$ cat src/rtl/chess_pkg.sv
// Shared chess definitions for the board store and the VGA board renderer.
//  piece_t     : 5-bit square code {colour, type, has_moved}
//  EMPTY..KING : piece type codes
//  board_t     : 64 squares, index = row*8 + col, row 0 = top of screen
//  START_POS   : standard opening position, nothing moved
//  bs_state_t  : board_state move-sequencer states
package chess_pkg;

  typedef struct packed {
    logic       colour;   // 0 white, 1 black
    logic [2:0] ptype;
    logic       moved;
  } piece_t;

  localparam logic [2:0] EMPTY  = 3'd0;
  localparam logic [2:0] PAWN   = 3'd1;
  localparam logic [2:0] KNIGHT = 3'd2;
  localparam logic [2:0] BISHOP = 3'd3;
  localparam logic [2:0] ROOK   = 3'd4;
  localparam logic [2:0] QUEEN  = 3'd5;
  localparam logic [2:0] KING   = 3'd6;

  typedef logic [5:0]   sq_idx_t;
  typedef piece_t [63:0] board_t;

  typedef enum logic [2:0] {
    ST_IDLE,
    ST_CHECK,
    ST_ERR,
    ST_WAITVB,
    ST_COMMIT
  } bs_state_t;

  function automatic logic [2:0] back_rank(input logic [2:0] col);
    case (col)
      3'd0, 3'd7: back_rank = ROOK;
      3'd1, 3'd6: back_rank = KNIGHT;
      3'd2, 3'd5: back_rank = BISHOP;
      3'd3:       back_rank = QUEEN;
      default:    back_rank = KING;
    endcase
  endfunction

  function automatic board_t start_position();
    board_t b;
    b = '0;
    for (int c = 0; c < 8; c++) begin
      b[c]      = piece_t'{colour: 1'b1, ptype: back_rank(c[2:0]), moved: 1'b0};
      b[8 + c]  = piece_t'{colour: 1'b1, ptype: PAWN,              moved: 1'b0};
      b[48 + c] = piece_t'{colour: 1'b0, ptype: PAWN,              moved: 1'b0};
      b[56 + c] = piece_t'{colour: 1'b0, ptype: back_rank(c[2:0]), moved: 1'b0};
    end
    return b;
  endfunction

  localparam board_t START_POS = start_position();

endpackage

$ cat src/rtl/vblank_sync.sv
// Brings the VGA vsync (active low, vgaclk domain) into clk and flags the
// start of vertical blanking.
//  clk          in  system clock
//  reset        in  async, active-high; flops preset to 1 (vsync idle level)
//  vsync        in  active-low vsync
//  vblank_start out 1-cycle pulse on a synchronized falling edge of vsync
module vblank_sync #(
  parameter int SYNC_STAGES = 2
) (
  input  logic clk,
  input  logic reset,
  input  logic vsync,
  output logic vblank_start
);

  logic [SYNC_STAGES-1:0] sync_q;
  logic                   last_q;

  always_ff @(posedge clk or posedge reset) begin
    if (reset) begin
      sync_q <= '1;
      last_q <= 1'b1;
    end else begin
      sync_q <= {sync_q[SYNC_STAGES-2:0], vsync};
      last_q <= sync_q[SYNC_STAGES-1];
    end
  end

  // Both terms are flops, so the pulse is glitch-free.
  assign vblank_start = last_q & ~sync_q[SYNC_STAGES-1];

endmodule

$ cat src/rtl/board_state.sv
// Authoritative 8x8 board store feeding the VGA renderer. Takes one move at
// a time over valid/ready and commits it at the start of vblank so a frame
// never shows a half-applied move.
//  clk, reset           clock, async active-high reset (loads start position)
//  new_game             sync pulse: reload start position, drop pending move
//  vsync                active-low vsync from vgaController
//  move_valid/ready     move handshake
//  move_from, move_to   square indices, row*8+col
//  move_done, move_err  1-cycle result pulses
//  captured             previous code of move_to, valid with move_done
//  board_flat           all squares, square idx at [idx*5 +: 5]
module board_state
  import chess_pkg::*;
#(
  parameter int SYNC_STAGES = 2,
  parameter bit WAIT_VBLANK = 1'b1
) (
  input  logic         clk,
  input  logic         reset,
  input  logic         new_game,
  input  logic         vsync,
  input  logic         move_valid,
  output logic         move_ready,
  input  logic [5:0]   move_from,
  input  logic [5:0]   move_to,
  output logic         move_done,
  output logic         move_err,
  output logic [4:0]   captured,
  output logic [319:0] board_flat
);

  board_t    board;
  bs_state_t state;
  sq_idx_t   from_q, to_q;
  piece_t    piece_q;
  piece_t    placed;
  logic      bad_move;
  logic      vblank_start;

  vblank_sync #(.SYNC_STAGES(SYNC_STAGES)) u_vblank_sync (
    .clk          (clk),
    .reset        (reset),
    .vsync        (vsync),
    .vblank_start (vblank_start)
  );

  assign move_ready = (state == ST_IDLE) & ~new_game;
  assign board_flat = board;

  assign bad_move = (piece_q.ptype == EMPTY) | (from_q == to_q);

  // Piece as it lands: marked moved, pawns reaching the far rank become queens.
  always_comb begin
    placed       = piece_q;
    placed.moved = 1'b1;
    if (piece_q.ptype == PAWN &&
        ((!piece_q.colour && to_q[5:3] == 3'd0) ||
         ( piece_q.colour && to_q[5:3] == 3'd7)))
      placed.ptype = QUEEN;
  end

  always_ff @(posedge clk or posedge reset) begin
    if (reset) begin
      board     <= START_POS;
      state     <= ST_IDLE;
      move_done <= 1'b0;
      move_err  <= 1'b0;
      captured  <= '0;
      from_q    <= '0;
      to_q      <= '0;
      piece_q   <= '0;
    end else begin
      move_done <= 1'b0;
      move_err  <= 1'b0;
      if (new_game) begin
        // Wins over everything, including a commit on this same edge.
        board <= START_POS;
        state <= ST_IDLE;
      end else begin
        case (state)
          ST_IDLE: begin
            if (move_valid) begin
              from_q  <= move_from;
              to_q    <= move_to;
              piece_q <= board[move_from];
              state   <= ST_CHECK;
            end
          end
          ST_CHECK: begin
            if (bad_move)         state <= ST_ERR;
            else if (WAIT_VBLANK) state <= ST_WAITVB;
            else                  state <= ST_COMMIT;
          end
          ST_ERR: begin
            move_err <= 1'b1;
            state    <= ST_IDLE;
          end
          ST_WAITVB: begin
            // Only edges seen here count; earlier ones belong to the old frame.
            if (vblank_start) state <= ST_COMMIT;
          end
          ST_COMMIT: begin
            board[to_q]   <= placed;
            board[from_q] <= '0;
            captured      <= board[to_q];
            move_done     <= 1'b1;
            state         <= ST_IDLE;
          end
          default: state <= ST_IDLE;
        endcase
      end
    end
  end

endmodule

$ cat config.mk
export PLATFORM = sky130hd
export DESIGN_NAME = board_state
export DESIGN_NICKNAME = d
export VERILOG_FILES = /design/src/rtl/chess_pkg.sv /design/src/rtl/vblank_sync.sv /design/src/rtl/board_state.sv
export SDC_FILE = /design/constraint.sdc
export NUM_CORES = 1
export LEC_CHECK = 0
export ABC_AREA = 1
export CAP_MARGIN = 15
export CORE_UTILIZATION = 30
export DETAILED_ROUTE_END_ITERATION = 6
export GPL_TIMING_DRIVEN = 1
export PLACE_DENSITY = 0.48
export SLEW_MARGIN = 10
export SYNTH_ARGS = -nofsm -noshare
export SYNTH_HDL_FRONTEND = slang
export SYNTH_HIERARCHICAL = 1
export SYNTH_SLANG_ARGS = --single-unit
$ cat constraint.sdc
create_clock -name clk -period 11.79 [get_ports clk]
set_clock_uncertainty 0.1 [all_clocks]
set_input_delay 1.179 -clock clk [delete_from_list [all_inputs] [get_ports clk]]
set_output_delay 1.179 -clock clk [all_outputs]
set_load 0.03 [all_outputs]
==> flow_summary.json <==
{
  "cts.reportedPaths.clkPinSlew_ps": 50,
  "worst_pin_slew_ps": 1200,
  "synthesis.nets": 3185,
  "io_buffers": 344,
  "die_w_um": 269,
  "vias": 23904,
  "path_class": "primary input to register",
  "power.density_nw_per_um2": 159,
  "drc": 0,
  "die-area_um2": 72600,
  "cp.required_ps": 12120,
  "synth_area_leaders": "dfrtp_1, nand2_1, dfstp_2",
  "dpl.cell_count": 4289,
  "status": "finished, final reports clean",
  "final-hold-violation-count": 0,
  "cts_resized": 0,
  "cap_violations": 0,
  "power_mw": 4.28,
  "post-route-min-period_ps": 5560,
  "placed_area_um2": 25500,
  "drtAntennaViolNets": 0,
  "synth_area_per_cell_um2": 6.77,
  "postCtsSetupBuffers": 0,
  "dr.first_iter.drc_count": 2548,
  "report.final.setup_viol": 0,
  "ir_worst_vdd_mv": 0.155,
  "synthesis.area_um2": 21500,
  "worstPathArrival_ps": 5890,
  "crit_fanout": 74,
  "end_kind": "register",
  "ctsHoldBuffers": 0,
  "synth.distinct_cells": 43,
  "diodes": 0,
  "die_h_um": 269,
  "antenna_found_initial": 2,
  "worst_setup_path_start_kind": "primary input",
  "rows": 97,
  "fin_cells": 4369,
  "fillerInstances": 7509,
  "io_pins": 345,
  "wl_per_cell_um": 25.1,
  "clock-root-buffer": "clkbuf_16",
  "final_cell_area_um2": 27000,
  "setup-tns-final_ps": 0,
  "syn_inst": 3168,
  "slew_headroom_pct": 19.7,
  "layout.nets": 3414,
  "start_util_pct": 30.5,
  "yosysTopAreaCell": "dfrtp_1",
  "syn2layout_area_growth_pct": 25.8,
  "whs_ps": 257,
  "via_per_inst": 5.47,
  "busiest_layer": "met2",
  "routed_wl_mm": 110,
  "min_path_type": "register to register",
  "ys_warn_count": 6,
  "coreArea_um2": 70400,
  "grt_pass1_wl_mm": 159,
  "rsz0062_at_grt": "no",
  "fin_crit_sh_pct": 47.1,
  "grt_max_degree": 186,
  "place_hpwl_mm": 73.3,
  "overflow": 0,
  "gp_congestion": 0.924,
  "drive_above_1_share_pct": 6.97,
  "drv_slew": 0,
  "cts_sinks": 349,
  "synth_top_area_share_pct": 33.8,
  "htree_levels": 2,
  "gr-usage-met2_pct": 47.2,
  "use_met1_pct": 39.3,
  "grt_pass1_vias": 22998,
  "ys_ff_latch": 349,
  "clockBufferDepth": 3,
  "synth-seq-area-share_pct": 41.1,
  "insertion_delay_ps": 610,
  "cts_tree": "done",
  "dr.pass1.iters": 6,
  "cts_buffers": 46,
  "grtUsageMet3_pct": 4.52,
  "p_leak_nw": 11.5,
  "max_freq_mhz": 180,
  "grtUsageTotal_pct": 29.4
}
-- Yosys cell counts, drive strengths merged --
cell type,n
nand2,1074
nor3,17
a22o,1
xnor2,1
nor2,204
o221ai,12
or2,6
dfrtp,290
clkbuf,119
nand3,229
clkinv,3
a22oi,5
o32ai,11
o21ai,337
inv,358
dfstp,59
nand3b,1
a21oi,131
a31oi,2
a211oi,9
o211ai,9
buf,73
nand4,2
o22ai,201
o31ai,14
-- metrics by stage --
step                      worst slack, ps  util (%)
after floorplan                      1010         -
after global placement               5950      36.2
after detailed placement             5880      36.2
after CTS                            6520      38.3
after global routing                 6140      38.3
final                                6230      38.3
-- per-layer routing --
metal / part of all wire [%] / vias to the layer above
met3: 7.3 / 246
met1: 43 / 11643
met4: 4.3 / 4
met2: 46 / 1194
li1: - / 10817
met5: 0.028 / -
-- sequential cells by signal, summed over array words and instances (netlist names) --
signal                cells
captured                  5
from_q                    6
u_vblank_sync/last_q      1
move_done                 1
move_err                  1
piece_q                   4
board_flat              320
u_vblank_sync/sync_q      2
state                     3
to_q                      6
-- final timing paths --
check / start / end / slack, ps / depth (start not counted)
max: new_game / board_flat[92] / 6230 / 8
min: u_vblank_sync/sync_q[0] / u_vblank_sync/sync_q[1] / 260 / 0
max reg2reg: state[0] / board_flat[92] / 7280 / 8
min reg2reg: u_vblank_sync/sync_q[0] / u_vblank_sync/sync_q[1] / 260 / 0
max in group asynchronous: reset / to_q[0] / 8210 / 4
min in group asynchronous: reset / board_flat[45] / 980 / 2
-- logic make-up after synthesis --
| logic type | after synthesis | synth area share [%] |
|---|---|---|
| AND/OR/NAND/NOR | 1533 | 29.3 |
| AO/OA/AOI/OAI | 732 | 19.4 |
| buffers and inverters | 553 | 10.2 |
| flip-flops | 349 | 41.1 |
| XOR/XNOR | 1 | 0.0408 |
-- final cells by class --
type | count | area (um^2) | area share [%]
Multi-Input combinational cell | 2266 | 10500 | 38.8
Sequential cell | 349 | 8810 | 32.7
Timing Repair Buffer | 373 | 3670 | 13.6
Inverter | 361 | 1380 | 5.10
Clock buffer | 69 | 1370 | 5.07
Tap cell | 940 | 1180 | 4.36
Clock inverter | 11 | 120 | 0.445
-- worst max-delay path, cell delays in order --
cell and delay (ps):
clkdlybuf4s50_1 460, buf_4 400, inv_2 420, nand2_2 940
clkinv_2 950, buf_4 630, o21ai_0 530, o22ai_1 120
-- report_power, final --
group	switching, mW	total, mW	leakage [nW]	internal, mW
logic	1.20	1.45	6.14	0.247
clock network	0.592	1.43	0.724	0.841
registers	0.149	1.40	4.63	1.25
-- cells in the final DEF (no fill, tap or decap), drive strengths merged --
master         instances
clkinvlp               3
o32ai                 11
buf                   31
a211oi                 9
nand2               1074
clkinv                14
nand3                229
a22o                   1
nor3                  17
inv                  353
dfstp                 59
o21ai                337
dfrtp                290
clkbuf                69
a21oi                131
clkdlybuf4s50        342
nor2                 204
or2                    6
nand4                  2
o211ai                 9
a22oi                  5
nand3b                 1
o22ai                201
xnor2                  1
o221ai                12
bufinv                 2
a31oi                  2
o31ai                 14
No activity file was read; power rests on OpenSTA's default activity.
